$ cat src/rtl/fft_pkg.sv
// rtl/fft_pkg.sv - shared twiddle index type, CSD constants and W8^k source decode
package fft_pkg;

    typedef logic [2:0] twiddle_idx_t;

    localparam int CSD_COEF  = 181;
    localparam int CSD_SHIFT = 8;
    localparam int CSD_ROUND = 1 << (CSD_SHIFT - 1);

    typedef enum logic [1:0] {
        SRC_A    = 2'd0,
        SRC_B    = 2'd1,
        SRC_SUM  = 2'd2,
        SRC_DIFF = 2'd3
    } src_sel_t;

    typedef struct packed {
        src_sel_t sel;
        logic     neg;
    } comp_sel_t;

    typedef struct packed {
        comp_sel_t re;
        comp_sel_t im;
    } twiddle_sel_t;

    function automatic comp_sel_t comp_sel(input src_sel_t sel, input logic neg);
        comp_sel_t c;
        c.sel = sel;
        c.neg = neg;
        return c;
    endfunction

    // SUM = a+b, DIFF = b-a; negation happens before the 0.707 scaling, so
    // odd k use c(-s) rather than -c(s).
    function automatic twiddle_sel_t twiddle_decode(input twiddle_idx_t k);
        twiddle_sel_t t;
        t.re = comp_sel(SRC_A, 1'b0);
        t.im = comp_sel(SRC_B, 1'b0);
        case (k)
            3'd1: begin t.re = comp_sel(SRC_SUM,  1'b0); t.im = comp_sel(SRC_DIFF, 1'b0); end
            3'd2: begin t.re = comp_sel(SRC_B,    1'b0); t.im = comp_sel(SRC_A,    1'b1); end
            3'd3: begin t.re = comp_sel(SRC_DIFF, 1'b0); t.im = comp_sel(SRC_SUM,  1'b1); end
            3'd4: begin t.re = comp_sel(SRC_A,    1'b1); t.im = comp_sel(SRC_B,    1'b1); end
            3'd5: begin t.re = comp_sel(SRC_SUM,  1'b1); t.im = comp_sel(SRC_DIFF, 1'b1); end
            3'd6: begin t.re = comp_sel(SRC_B,    1'b1); t.im = comp_sel(SRC_A,    1'b0); end
            3'd7: begin t.re = comp_sel(SRC_DIFF, 1'b1); t.im = comp_sel(SRC_SUM,  1'b0); end
            default: ;
        endcase
        return t;
    endfunction

endpackage

$ cat src/rtl/csd_scale_0707.sv
// rtl/csd_scale_0707.sv - x*181/256 shift-add scaler with round and saturate over stages S2/S3
module csd_scale_0707
    import fft_pkg::*;
#(
    parameter int DATA_W = 16,
    parameter int ROUND  = 1,
    parameter int SAT    = 1
) (
    input  logic                     clk,
    input  logic                     rst,
    input  logic                     ld2,
    input  logic                     ld3,
    input  logic signed [DATA_W+1:0] x,
    input  logic                     scale,
    output logic signed [DATA_W-1:0] y,
    output logic                     ovf
);

    localparam int XW = DATA_W + 2;
    localparam int PW = XW + CSD_SHIFT;
    localparam logic signed [PW-1:0] RND = (ROUND != 0) ? PW'(CSD_ROUND) : '0;

    logic signed [PW-1:0]     x_w;
    logic signed [PW-1:0]     p_hi;
    logic signed [PW-1:0]     p_lo;
    logic signed [PW-1:0]     prod;
    logic signed [XW-1:0]     x2;
    logic                     scale2;
    logic signed [XW-1:0]     val;
    logic signed [DATA_W-1:0] y_nxt;
    logic                     ovf_nxt;
    logic                     unused_frac;

    assign x_w = {{CSD_SHIFT{x[XW-1]}}, x};

    // 181 = 128 + 32 + 16 + 4 + 1, split into two partial sums at S2
    always_ff @(posedge clk or negedge rst) begin
        if (!rst) begin
            p_hi   <= '0;
            p_lo   <= '0;
            x2     <= '0;
            scale2 <= 1'b0;
        end else if (ld2) begin
            p_hi   <= (x_w <<< 7) + (x_w <<< 5);
            p_lo   <= (x_w <<< 4) + (x_w <<< 2) + x_w;
            x2     <= x;
            scale2 <= scale;
        end
    end

    always_comb begin
        prod    = p_hi + p_lo + RND;
        val     = scale2 ? prod[PW-1:CSD_SHIFT] : x2;
        ovf_nxt = !((&val[XW-1:DATA_W-1]) || !(|val[XW-1:DATA_W-1]));
        if (!ovf_nxt || SAT == 0)
            y_nxt = val[DATA_W-1:0];
        else
            y_nxt = val[XW-1] ? {1'b1, {(DATA_W-1){1'b0}}} : {1'b0, {(DATA_W-1){1'b1}}};
    end

    assign unused_frac = ^prod[CSD_SHIFT-1:0];

    always_ff @(posedge clk or negedge rst) begin
        if (!rst) begin
            y   <= '0;
            ovf <= 1'b0;
        end else if (ld3) begin
            y   <= y_nxt;
            ovf <= ovf_nxt;
        end
    end

endmodule

$ cat src/rtl/twiddle_mult_w8.sv
// rtl/twiddle_mult_w8.sv - complex sample times W8^k in a three-stage elastic pipeline
module twiddle_mult_w8
    import fft_pkg::*;
#(
    parameter int DATA_W = 16,
    parameter int ROUND  = 1,
    parameter int SAT    = 1
) (
    input  logic                     clk,
    input  logic                     rst,
    input  logic                     in_valid,
    output logic                     in_ready,
    input  logic signed [DATA_W-1:0] in_re,
    input  logic signed [DATA_W-1:0] in_im,
    input  twiddle_idx_t             in_k,
    output logic                     out_valid,
    input  logic                     out_ready,
    output logic signed [DATA_W-1:0] out_re,
    output logic signed [DATA_W-1:0] out_im,
    output logic                     out_ovf
);

    localparam int XW = DATA_W + 2;

    logic                 v1, v2, v3;
    logic                 ld1, ld2, ld3;
    logic signed [XW-1:0] a_x, b_x, sum_x, diff_x;
    logic signed [XW-1:0] re_sel, im_sel;
    logic signed [XW-1:0] s1_re, s1_im;
    logic                 s1_re_scl, s1_im_scl;
    logic                 ovf_re, ovf_im;
    twiddle_sel_t         tsel;

    function automatic logic signed [XW-1:0] pick(
        input comp_sel_t            cs,
        input logic signed [XW-1:0] a,
        input logic signed [XW-1:0] b,
        input logic signed [XW-1:0] s,
        input logic signed [XW-1:0] d
    );
        logic signed [XW-1:0] v;
        case (cs.sel)
            SRC_A:   v = a;
            SRC_B:   v = b;
            SRC_SUM: v = s;
            default: v = d;
        endcase
        return cs.neg ? -v : v;
    endfunction

    // Each stage advances when it is empty or its successor moves this cycle
    assign ld3       = v2 && (!v3 || out_ready);
    assign ld2       = v1 && (!v2 || ld3);
    assign in_ready  = !v1 || ld2;
    assign ld1       = in_valid && in_ready;
    assign out_valid = v3;
    assign out_ovf   = ovf_re || ovf_im;

    always_ff @(posedge clk or negedge rst) begin
        if (!rst) begin
            v1 <= 1'b0;
            v2 <= 1'b0;
            v3 <= 1'b0;
        end else begin
            if (ld1)            v1 <= 1'b1;
            else if (ld2)       v1 <= 1'b0;
            if (ld2)            v2 <= 1'b1;
            else if (ld3)       v2 <= 1'b0;
            if (ld3)            v3 <= 1'b1;
            else if (out_ready) v3 <= 1'b0;
        end
    end

    // Two guard bits cover both a+b and the negation of a full-scale sum
    always_comb begin
        a_x    = {{2{in_re[DATA_W-1]}}, in_re};
        b_x    = {{2{in_im[DATA_W-1]}}, in_im};
        sum_x  = a_x + b_x;
        diff_x = b_x - a_x;
        tsel   = twiddle_decode(in_k);
        re_sel = pick(tsel.re, a_x, b_x, sum_x, diff_x);
        im_sel = pick(tsel.im, a_x, b_x, sum_x, diff_x);
    end

    always_ff @(posedge clk or negedge rst) begin
        if (!rst) begin
            s1_re     <= '0;
            s1_im     <= '0;
            s1_re_scl <= 1'b0;
            s1_im_scl <= 1'b0;
        end else if (ld1) begin
            s1_re     <= re_sel;
            s1_im     <= im_sel;
            s1_re_scl <= (tsel.re.sel == SRC_SUM) || (tsel.re.sel == SRC_DIFF);
            s1_im_scl <= (tsel.im.sel == SRC_SUM) || (tsel.im.sel == SRC_DIFF);
        end
    end

    csd_scale_0707 #(
        .DATA_W (DATA_W),
        .ROUND  (ROUND),
        .SAT    (SAT)
    ) u_scale_re (
        .clk   (clk),
        .rst   (rst),
        .ld2   (ld2),
        .ld3   (ld3),
        .x     (s1_re),
        .scale (s1_re_scl),
        .y     (out_re),
        .ovf   (ovf_re)
    );

    csd_scale_0707 #(
        .DATA_W (DATA_W),
        .ROUND  (ROUND),
        .SAT    (SAT)
    ) u_scale_im (
        .clk   (clk),
        .rst   (rst),
        .ld2   (ld2),
        .ld3   (ld3),
        .x     (s1_im),
        .scale (s1_im_scl),
        .y     (out_im),
        .ovf   (ovf_im)
    );

endmodule
$ cat config.mk
export PLATFORM = sky130hd
export DESIGN_NAME = twiddle_mult_w8
export DESIGN_NICKNAME = d
export VERILOG_FILES = /design/src/rtl/fft_pkg.sv /design/src/rtl/csd_scale_0707.sv /design/src/rtl/twiddle_mult_w8.sv
export SDC_FILE = /design/constraint.sdc
export NUM_CORES = 1
export LEC_CHECK = 0
export BUFFER_PORTS_ARGS = -buffer_cell sky130_fd_sc_hd__buf_2
export CAP_MARGIN = 30
export CORE_UTILIZATION = 35
export CTS_CLUSTER_SIZE = 12
export DETAILED_ROUTE_END_ITERATION = 16
export PLACE_DENSITY = 0.6
export SLEW_MARGIN = 20
export SYNTH_ARGS = -nofsm -noshare
export SYNTH_HDL_FRONTEND = slang
export SYNTH_SLANG_ARGS = --single-unit
$ cat constraint.sdc
create_clock -name clk -period 3.8 [get_ports clk]
set_clock_uncertainty 0.15 [all_clocks]
set_input_delay 0.19 -clock clk [delete_from_list [all_inputs] [get_ports clk]]
set_output_delay 0.19 -clock clk [all_outputs]
set_load 0.05 [all_outputs]
* Yosys cells after proc, flatten, opt, wreduce, memory -nomap -nowiden
Cells that the tools add are included.
** Storage, ports and cells
- Bits in registers :: 217
- Bits of input ports :: 39
- Output and inout port bits :: 35
- Logic and storage cells :: 90
** Cells by class
- $add $sub $neg :: 14
- Equal/unequal tests :: 13
- Multiplexer cells :: 17
- Reduce and logical (&&, ||, !) cells :: 27
** Operators by type and width (number)
- 18-bit one-hot mux with 3 select lines :: 2
- 18-bit 2-to-1 mux :: 4
- 16-bit 2-to-1 mux :: 4
- 25-bit by 23-bit adder with 26-bit output :: 2
- 26-bit adder :: 2
- 26-bit by 9-bit adder with 26-bit output, second input constant :: 2
- 23-bit by 18-bit adder with 24-bit output :: 2
- 22-bit by 20-bit adder with 23-bit output :: 2
- 6-bit one-hot mux with 7 select lines :: 1
- 18-bit negator :: 2
- 16-bit by 16-bit adder with 17-bit output :: 1
- 16-bit by 16-bit subtractor with 17-bit output :: 1
- 3-bit == test, second input constant :: 4
- 2-bit == test, second input constant :: 4
- 1-bit logical OR :: 8
- 1-bit logical NOT :: 7
- 3-bit by 2-bit == test with 1-bit output, second input constant :: 2
- 1-bit 2-to-1 mux :: 6
- 3-bit AND reduction :: 2
- 2-bit nonzero test :: 3
- 3-bit OR reduction :: 2
- 2-bit by 1-bit == test with 1-bit output, second input constant :: 2
- 2-bit logical NOT :: 2
- 3-bit by 1-bit == test with 1-bit output, second input constant :: 1
- 1-bit logical AND :: 3

* Longest topological paths before layout
Gate-level depths: netlist (run 1).
- Depth after elaboration :: 8
- Depth in mapped cells :: 17
- Mapped depth without buffers :: 15

* By module
Synthesis (run 1) repeated with hierarchy kept, for this count alone.
** Second synthesis, totals
- Cells, all modules :: 1811
- Area total of the unflattened synthesis :: 17003.8 µm²
** By module, submodules not included
- twiddle_mult_w8 :: instances 1, cells an instance 741, area each 5719.2 µm², sequential area each 1026.0 µm²
- csd_scale_0707 (u_scale_re) :: instances 1, cells an instance 536, area each 5649.2 µm², sequential area each 1826.8 µm²
- csd_scale_0707 (u_scale_im) :: instances 1, cells an instance 534, area each 5635.4 µm², sequential area each 1826.8 µm²

* Worst setup path before layout (run 1)
No wires, ideal clock.
- Path type :: register -> register
- Start :: register s1_re[4]
- End :: register u_scale_re.p_lo[22]
- Library setup time :: 0.137 ns
- Arrival time :: 3.584 ns
- Required time :: 3.513 ns
- Setup slack :: -0.071 ns
- Stages on the path, launching flop included :: 14
- Buffers on the path :: 0
- Clock period less this slack :: 3.871 ns
- Cells stage by stage :: dfrtp_1 fa_1 ha_1 a21o_1 a21o_1 a2111oi_0 o31ai_1 o41a_1 a41oi_1 a21oi_1 a21o_1 nand3_1 xor2_1 a21oi_1
** Between the ends
- Longest elaborated chain between the ends :: 2
** RTL lines
- from (decl) :: RTL line twiddle_mult_w8.sv:29 : logic signed [XW-1:0] s1_re, s1_im;
- from (signal assigned) :: RTL line twiddle_mult_w8.sv:92 : s1_re <= re_sel;
- 22-bit by 20-bit adder with 23-bit output :: RTL line csd_scale_0707.sv:45 : p_lo <= (x_w <<< 4) + (x_w <<< 2) + x_w;
- 23-bit by 18-bit adder with 24-bit output * :: RTL line csd_scale_0707.sv:45
- to (signal assigned) :: RTL line csd_scale_0707.sv:45
- to (decl) :: RTL line csd_scale_0707.sv:25 : logic signed [PW-1:0] p_lo;
Every way passes the cells marked *; elsewhere a longest branch is shown, timed or not.
A chain may end at the register's enable or synchronous reset.

* Worst setup path in the final report (run 1)
- Start :: register u_scale_im.p_lo[8]
- End :: register u_scale_im.y[12]
** Between the ends
- Longest elaborated chain between the ends :: 7
- Elaborated cells between the ends (all ways) :: 9
- Classes of those cells :: add/sub: 2; mux: 3; reduce/logical: 4
** RTL lines
- from (decl) :: RTL line csd_scale_0707.sv:25
- from (signal assigned) :: RTL line csd_scale_0707.sv:45
- 26-bit adder * :: RTL line csd_scale_0707.sv:52 : prod = p_hi + p_lo + RND;
- 26-bit by 9-bit adder with 26-bit output * :: RTL line csd_scale_0707.sv:52
- 18-bit 2-to-1 mux * :: RTL line csd_scale_0707.sv:53 : val = scale2 ? prod[PW-1:CSD_SHIFT] : x2;
- 3-bit OR reduction :: RTL line csd_scale_0707.sv:54 : ovf_nxt = !((&val[XW-1:DATA_W-1]) || !(|val[XW-1:DATA_W-1]));
- 1-bit logical NOT :: RTL line csd_scale_0707.sv:54
- 1-bit logical OR :: RTL line csd_scale_0707.sv:54
- 16-bit 2-to-1 mux * :: RTL line csd_scale_0707.sv:55 : if (!ovf_nxt || SAT == 0)
- to (signal assigned) :: RTL line csd_scale_0707.sv:68 : y <= y_nxt;
- to (decl) :: RTL line csd_scale_0707.sv:15 : output logic signed [DATA_W-1:0] y,
Marks and branches as above.

==> results of run 1 <==
==> routing by layer <==
| metal | up-vias | share of wire, % | track usage [%] |
|---|---|---|---|
| met1 | 6919 | 49 | 27.9 |
| met4 | 2 | 1.3 | 4.79 |
| li1 | 7230 | - | - |
| met2 | 324 | 46 | 31.8 |
| met3 | 39 | 4.1 | 2.59 |
| met5 | - | 0.028 | 0 |
==> cells in the mapped netlist, types with 23 or more instances <==
cell type / number / area [um2]
clkbuf_1: 68 / 255
o21ai_0: 160 / 801
a21o_1: 36 / 270
dfrtp_1: 187 / 4680
xor2_1: 53 / 464
nand2_1: 316 / 1190
nand3_1: 34 / 170
mux2i_1: 30 / 300
ha_1: 179 / 2240
xnor2_1: 82 / 718
fa_1: 34 / 681
o311ai_0: 23 / 201
nor2_1: 78 / 293
inv_1: 86 / 323
a21oi_1: 109 / 546
nor3_1: 46 / 230
==> how the worst max path moves through the flow <==
| stage | startpoint | end | slack, ns | cells after the start |
|---|---|---|---|---|
| after floorplan | u_scale_im.p_lo[16] | u_scale_im.y[10] | 0.02 | 13 |
| after global placement | u_scale_im.p_lo[9] | u_scale_im.y[2] | -0.32 | 15 |
| after detailed placement | in_im[0] | s1_im[15] | -0.34 | 16 |
| after CTS | u_scale_im.p_lo[16] | u_scale_im.y[7] | -0.08 | 14 |
| after global routing | u_scale_im.p_lo[2] | u_scale_im.y[11] | -0.1 | 17 |
| final | u_scale_im.p_lo[8] | u_scale_im.y[12] | 0.05 | 15 |
==> cell type report <==
type                       instances  area [um2]
clock inverter                    14         148
multi-input combinational       1511       11400
inverter                          86         323
clock buffer                      17         425
tap                              600         751
fill                            4438       25600
timing repair buffer             312        2260
sequential                       187        4680
==> through the flow <==
stage | power [mW] | instances
after floorplan | 10.7 | 1871
after global placement | 13.5 | 2662
after detailed placement | 13.8 | 2663
after CTS | 16.0 | 2707
after global routing | 18.4 | 2727
final | 16.9 | 2727
==> what timing repair did <==
action                                  4_1_cts  5_1_grt
pin swaps                                    26       43
hold buffers                                  3        0
gates resized for setup                      27       76
cloned                                        1        2
endpoints found under the setup margin       36       43
setup buffers                                10       20
hold endpoints to repair                     99        0
==> worst reg2reg max path, stage by stage, from the launching register on <==
cell and delay (ns):
dfrtp_1 0.42, ha_4 0.29, ha_4 0.20, o21a_4 0.23, o221ai_4 0.19, o211ai_1 0.15
nand3_1 0.16, nor3_4 0.07, o41ai_4 0.33, o21bai_2 0.12, or4b_4 0.55, a32oi_4 0.28
buf_4 0.18, nand2_4 0.07, clkbuf_16 0.19, o311ai_2 0.07
==> state kept, by name, indices dropped and copies added, names as in the netlist, 16 cells and up <==
name and cells:
s1_im 18, s1_re 18, u_scale_im.p_hi 17, u_scale_im.p_lo 21, u_scale_im.x2 17, u_scale_im.y 16
u_scale_re.p_hi 16, u_scale_re.p_lo 21, u_scale_re.x2 18, u_scale_re.y 16
==> power by group <==
| part | switching, mW | leakage, nW | internal [mW] |
|---|---|---|---|
| Combinational | 6.28 | 6.74 | 5.41 |
| Sequential | 0.651 | 2.28 | 2.81 |
| Clock | 0.802 | 0.279 | 0.966 |
==> cells by family (layout without fill, tap and decap cells) <==
family / Yosys count / after routing / synth area share, %
simple gates: 587 / 587 / 16.3
compound gates: 541 / 541 / 23.1
fa+ha+maj: 213 / 213 / 18.0
flops: 187 / 187 / 28.9
buf+inv: 173 / 429 / 4.18
xor+xnor: 135 / 135 / 7.29
mux: 35 / 35 / 2.20
==> metrics.csv, run 1 <==
metric;value;unit
most common cell after layout, fill and taps aside;nand2_1;
H-Tree Level Count;4;
FF-to-FF setup slack;0.05;ns
mapped cell area;0.0162;mm2
Pre-Repair DR Iteration Count;5;
Leak;9.30;nW
Final Worst Setup Slack;0.0549;ns
main flop type after synthesis;dfrtp_1;
Core Area;0.0456;mm2
post-route cell area;0.0200;mm2
total nets after synthesis;2123;
cell mode on critical path;ha_4;
HP Start;in_im[0];
clk_lat worst skew;0.45;ns
worst-path maximum fanout;8;
status;finished clean;
CP delay by family, top;compound AO/OA/AOI/OAI gates;
hold slack;0.238;ns
antenna-violating nets left;0;
Clk Tree Root Cell;clkbuf_16;
Cell Area, Placed;0.0186;mm2
RSZ-0062 raised after global routing;yes;
largest net degree at the start of global routing;100;
synth warn;0;
Synth async-reset ratio;100;%
I/O Buffers;73;
Nets;2367;
type of the most critical hold path;input port to flop;
RR Endpoint;u_scale_im.y[12];
WL/cell;17.1;um
fin crit share;98.6;%
register area share after synthesis;28.9;%
CP Cell Sequence;ha_4 -> ha_4 -> o21a_4 -> o221ai_4 -> o211ai_1 -> nand3_1 -> nor3_4 -> o41ai_4 -> o21bai_2 -> or4b_4 -> a32oi_4 -> buf_4 -> nand2_4 -> clkbuf_16 -> o311ai_2;
WP data required;4.00;ns
Final setup viols;0;
Yosys cell types;94;
number of synthesized flops with an enable pin;0;
register clock-pin slew on the reported worst setup and hold paths;0.07;ns
die footprint;0.0472;mm2
WHS Endpoint;s1_im[0];
Via density;5.32;
Max clock buf depth;2;
Reg2Reg Depth;15;
maximum vdd drop;0.378;mV
Core Util, Final;43.9;%
initial antenna violation count;2;
Die X;217;um
share of cells above drive strength 1;21.5;%
DRC Markers;0;
I/O pin count;74;
most frequent cells in the layout;312 x nand2_1, 226 x buf_4, 183 x dfrtp_1, 159 x ha_1, 156 x o21ai_0;
RR Startpoint;u_scale_im.p_lo[8];
Seq cells post-synth;187;
Post-Synthesis Cells;1871;
Sum Neg Setup Slack;0;ns
gr ovfl total;0;
slowest CP cell;or4b_4;
row count;78;
Initial Utilization;35.6;%
fmax;267;MHz
global-route wire length before repair;75.0;mm
WS Path Type;flop to flop;
Worst-Margin Slew;0.889;ns
clock period minus worst slack;3.75;ns
vias;14500;
Slew Viols, Final;0;
DP Wirelength;36.0;mm
CTS Sinks;187;
Worst setup SP type;flop;
Final Hold Vio Count;0;
CP max stage delay;0.55;ns
Die Span Y;217;um
Hold Path Stages;3;
PD cells;845;mW/mm2
synthesized area per cell;8.66;um2
WL final;46.7;mm
DR iter-0 viols;980;
gp weighted congestion;0.913;
Setup crit end kind;flop;
Arrival @ worst endpoint;3.94;ns
Antenna Cells;0;
setup slack at placement;-0.336;ns
area grow syn2layout;23.4;%
TritonCTS Buffers;17;
CP Buf/Inv Count;2;
GRT Total Usage;19.7;%
worst rel slew slack;40.7;%
max_cap viols;0;
CTS tree;yes;
vias in the first global route;14300;
Note: power is estimated with default switching activity, not from simulation.
==> run 2: changes to the inputs <==
Settings changed: PLACE_DENSITY 0.6 to 0.58.
Clock period 3.8 ns to 3.55 ns, I/O delays scaled along.
==> run 2 against run 1 <==
- the flow now finishes with violations (negative setup slack)
- largest cell class unchanged
- design area is 6.3% higher
- routed wire length is 2.1% higher
- combinational power is 17% higher
==> metrics.csv, run 2 (synthesized netlist as in run 1, its figures left out) <==
metric;value;unit
status;finished with violations;
failing checks;negative setup slack;
most common cell after layout, fill and taps aside;buf_4;
clock period minus worst slack;3.75;ns
DP Wirelength;37.0;mm
DR iter-0 viols;935;
Slew Viols, Final;0;
RSZ-0062 raised after global routing;yes;
Flop pwr share;18.9;%
most frequent cells in the layout;332 x buf_4, 312 x nand2_1, 182 x dfrtp_1, 153 x ha_1, 143 x o21ai_0;
area grow syn2layout;31.2;%
type of the most critical hold path;input port to async pin;
TritonCTS Buffers;17;
CTS Sinks;187;
Switching Fraction;44.8;%
PD cells;908;mW/mm2
gr ovfl total;0;
Arrival @ worst endpoint;3.96;ns
Clk Tree Root Cell;clkbuf_16;
CP Cell Sequence;ha_4 -> ha_4 -> a21o_1 -> a21o_1 -> a2111oi_4 -> nor3_2 -> o41ai_4 -> o21bai_2 -> or4b_4 -> a32oi_4 -> a311oi_4 -> buf_6 -> o311ai_4;
DRC Markers;0;
I/O Buffers;73;
setup slack at placement;-0.533;ns
vias;15000;
Antenna Cells;0;
Die X;217;um
CP Buf/Inv Count;1;
H-Tree Level Count;4;
fmax;266;MHz
Reg2Reg Depth;13;
Cell Area, Placed;0.0195;mm2
Max clock buf depth;2;
RR Endpoint;u_scale_im.y[5];
GRT Total Usage;20.3;%
fin crit share;106;%
CP max stage delay;0.50;ns
vias in the first global route;15000;
Core Util, Final;46.7;%
Final Worst Setup Slack;-0.204;ns
slowest CP cell;or4b_4;
Die Span Y;217;um
top flop regs;u_scale_im.p_lo: 21 flops, u_scale_re.p_lo: 21 flops;
Worst-Margin Slew;0.746;ns
Setup crit end kind;flop;
RR Startpoint;u_scale_im.p_hi[16];
worst-path maximum fanout;5;
placed insts;2762;
Int Pwr;10.7;mW
Nets;2478;
Leak;9.93;nW
Via density;5.30;
FF-to-FF setup slack;-0.20;ns
I/O pin count;74;
maximum vdd drop;0.503;mV
initial antenna violation count;2;
max_cap viols;0;
Initial Utilization;35.6;%
Clk pwr share;10.0;%
WL final;47.6;mm
post-route cell area;0.0213;mm2
Final setup viols;30;
# fillers;4326;
Comb pwr share;71.1;%
share of cells above drive strength 1;27.3;%
WS Path Type;flop to flop;
row count;78;
CTS tree;yes;
WL/cell;16.8;um
clk_lat worst skew;0.46;ns
Worst setup SP type;flop;
Tot Pwr;19.3;mW
global-route wire length before repair;77.4;mm
CP delay by family, top;compound AO/OA/AOI/OAI gates;
Final Hold Vio Count;0;
WP data required;3.76;ns
largest net degree at the start of global routing;83;
antenna-violating nets left;0;
post-route insts no fill;2839;
worst rel slew slack;50.3;%
Pre-Repair DR Iteration Count;7;
Core Area;0.0456;mm2
die footprint;0.0472;mm2
register clock-pin slew on the reported worst setup and hold paths;0.07;ns
net load switching power;8.65;mW
gp weighted congestion;0.889;
[run 2: cell type report]
cell class	count	area, um2	area share [%]
clock buffer	17	425	2.00
clock inverter	15	168	0.788
inverter	86	323	1.52
multi-input combinational	1511	11800	55.3
sequential	187	4690	22.0
tap	600	751	3.53
timing repair buffer	423	3140	14.8
[run 2: what timing repair did]
action                                 4_1_cts  5_1_grt
resized for setup                           57       95
hold buffers                                 4        0
setup buffers                               22       21
setup endpoints to repair                   45       57
pin swaps                                   42       50
endpoints found under the hold margin       84        0
gates cloned                                 2        1
[run 2: per-layer routing]
metal | share of wire (%) | GRT usage (%) | vias to the layer above
met5 | 0.046 | 0 | -
met4 | 1.5 | 5.35 | 4
met3 | 3.8 | 2.05 | 57
met2 | 47 | 33.4 | 300
met1 | 48 | 28.2 | 7215
li1 | - | - | 7463
[run 2: power by group through the flow]
stage               registers, mW  logic [mW]  clock network [mW]
finish                       3.65        13.7                1.94
global placement             3.62        11.5                   0
global route                 3.77        15.1                2.06
CTS                          3.63        12.7                1.99
detailed placement           3.67        11.8                   0
floorplan                    4.24        7.37                   0
[run 2: stage by stage]
| step | TNS [ns] | hold WS [ns] |
|---|---|---|
| after floorplan | -2.02 | -0.268 |
| after detailed placement | -15.99 | 0.129 |
| after global routing | -9.50 | 0.230 |
| final | -3.59 | 0.176 |
| after CTS | -5.32 | 0.202 |
| after global placement | -14.96 | 0.124 |
[run 2: worst max path at each step]
stage / start / endpoint / cells after the start / slack, ns
after floorplan: u_scale_im.p_hi[16] / u_scale_im.y[10] / 13 / -0.15
after global placement: u_scale_im.p_lo[8] / u_scale_im.y[4] / 14 / -0.52
after detailed placement: in_im[0] / s1_im[16] / 18 / -0.53
after CTS: u_scale_im.p_lo[2] / u_scale_im.y[12] / 16 / -0.24
after global routing: u_scale_im.p_lo[15] / u_scale_im.y[5] / 13 / -0.35
final: u_scale_im.p_hi[16] / u_scale_im.y[5] / 13 / -0.20
==> run 3: changes to the inputs <==
Settings changed: ABC_AREA set to 1.
==> run 3 against run 2 <==
- highest routed layer is now met4
- synthesized cell count increased by 30%
- the flow now finishes without violations
- maximum frequency up 16%
- design area down 12%
- count of clock-buffer cells in the layout rose by 1
- global-route usage increased by 0.099 points
- final cell count up 11%
- sequential share of layout area grew 2.9 points
- critical path depth increased by 5
- die area grew 4.4%
==> metrics.csv, run 3 <==
metric;value;unit
Seq cells post-synth;187;
total nets after synthesis;2692;
global-route wire length before repair;80.6;mm
DP Wirelength;40.1;mm
register area share after synthesis;27.6;%
worst rel slew slack;59.5;%
FF-to-FF setup slack;0.32;ns
share of cells above drive strength 1;7.91;%
synth warn;0;
GRT Total Usage;20.4;%
area grow syn2layout;11.0;%
max_cap viols;0;
synthesized area per cell;6.94;um2
Slew Viols, Final;0;
antenna-violating nets left;0;
worst-path maximum fanout;5;
CTS Sinks;187;
clk_lat worst skew;0.46;ns
Initial Utilization;35.5;%
I/O Buffers;73;
RSZ-0062 raised after global routing;no;
Final Worst Setup Slack;0.320;ns
initial antenna violation count;1;
main flop type after synthesis;dfrtp_1;
register clock-pin slew on the reported worst setup and hold paths;0.07;ns
area leader, netlist;dfrtp_1;
die footprint;0.0492;mm2
Final Hold Vio Count;0;
Via density;5.06;
DRC Markers;0;
area taken by multi-input logic gates;0.0110;mm2
fin crit share;91.0;%
Worst setup SP type;flop;
Pre-Repair DR Iteration Count;5;
top cell type's share of synthesized area;27.6;%
H-Tree Level Count;4;
WS Path Type;flop to flop;
I/O pin count;74;
# fillers;5060;
WL/cell;15.8;um
gp weighted congestion;0.914;
WP data required;3.80;ns
WL final;49.8;mm
setup slack at placement;0.0635;ns
Yosys cell types;45;
top flop regs;u_scale_im.p_lo: 21 flops, u_scale_re.p_lo: 21 flops;
Die X;222;um
fmax;310;MHz
Post-Synthesis Cells;2440;
largest net degree at the start of global routing;112;
Synth async-reset ratio;100;%
Final setup viols;0;
commonest cells in the netlist;748 x nand2_1, 240 x inv_1, 191 x nand3_1;
type of the most critical hold path;input port to flop;
most frequent cells in the layout;744 x nand2_1, 239 x inv_1, 191 x nand3_1, 184 x dfrtp_1, 179 x ha_1;
mapped cell area;0.0169;mm2
Clk Tree Root Cell;clkbuf_16;
top post-synthesis cells by area;dfrtp_1 28%, nand2_1 17%, ha_1 13%;
vias;15900;
Worst-Margin Slew;0.604;ns
Die Span Y;222;um
row count;80;
sequential cell area;0.00468;mm2
most frequent cell after synthesis;nand2_1;
CTS tree;yes;
gr ovfl total;0;
status;finished clean;
Sum Neg Setup Slack;0;ns
Core Area;0.0477;mm2
TritonCTS Buffers;17;
most common cell after layout, fill and taps aside;nand2_1;
Setup crit end kind;flop;
DR iter-0 viols;1138;
Arrival @ worst endpoint;3.48;ns
clock period minus worst slack;3.23;ns
Nets;2768;
vias in the first global route;15300;
number of synthesized flops with an enable pin;0;
Max clock buf depth;2;
## run 3: per-layer routing
layer	global-route usage [%]	wire length, um
met4	6.52	1200
met1	29.5	25000
met3	2.40	1980
met5	0	0
met2	31.4	21700
## run 3: logic make-up (layout without fill, tap and decap cells)
kind of cell    Yosys count  after routing  synth area share [%]
xor+xnor                 81             81                  4.19
flops                   187            187                  27.6
buf+inv                 315            404                  7.21
fa+ha+maj               213            213                  17.3
simple gates           1208           1208                  29.8
compound gates          436            436                  13.9
other cells               0              1                     0
## run 3: worst max-delay path, cell delays in order (launching register included)
cell and delay, ns:
dfrtp_2 0.45, fa_1 0.47, ha_1 0.35, a21oi_1 0.19, o21ai_2 0.11, nand2_1 0.10
nand2_1 0.07, nand2_1 0.08, nand2_1 0.06, nand2_1 0.08, nand2_1 0.09, nand2_1 0.08
nand2_1 0.11, nand3_1 0.09, nand2_1 0.10, nand3_1 0.08, o21ai_0 0.12, or2_2 0.31
nand3_1 0.07
## run 3: final cells by class
cell class | instances | area share [%]
multi-input combinational | 1938 | 58.8
sequential | 187 | 24.9
inverter | 251 | 5.01
timing repair buffer | 121 | 4.12
tap | 615 | 4.10
clock buffer | 18 | 2.34
clock inverter | 14 | 0.699
antenna | 1 | 0.0133
## run 3: through the flow
step           hold WS, ns  cells  utilization (%)  instance area (um2)
2_1_floorplan       -0.268   2440                -                16900
3_3_place_gp         0.180   3106             38.0                18100
3_5_place_dp         0.194   3106             38.0                18100
4_1_cts             0.0337   3140             39.2                18700
5_1_grt             0.0598   3144             39.3                18800
6_report            0.0674   3145             39.4                18800
## run 3: final timing paths
path	start	end	depth (start not counted)
worst max-delay path	s1_im[3]	u_scale_im.p_lo[24]	18
worst min-delay path	in_im[0]	s1_im[0]	5
worst max register to register	s1_im[3]	u_scale_im.p_lo[24]	18
worst min register to register	u_scale_im.y[15]	u_scale_im.y[15]	2
max in group asynchronous	rst	u_scale_re.p_lo[22]	4
min in group asynchronous	rst	u_scale_im.p_hi[20]	3
## run 3: timing repair
action,4_1_cts,5_1_grt
endpoints found under the setup margin,0,42
setup buffers,0,2
hold buffers,2,1
hold endpoints to repair,110,7
resized for setup,0,9
Power of run 3 is not shown: default switching activity piles up to over one toggle a cycle in this logic, so the estimate is an artifact.
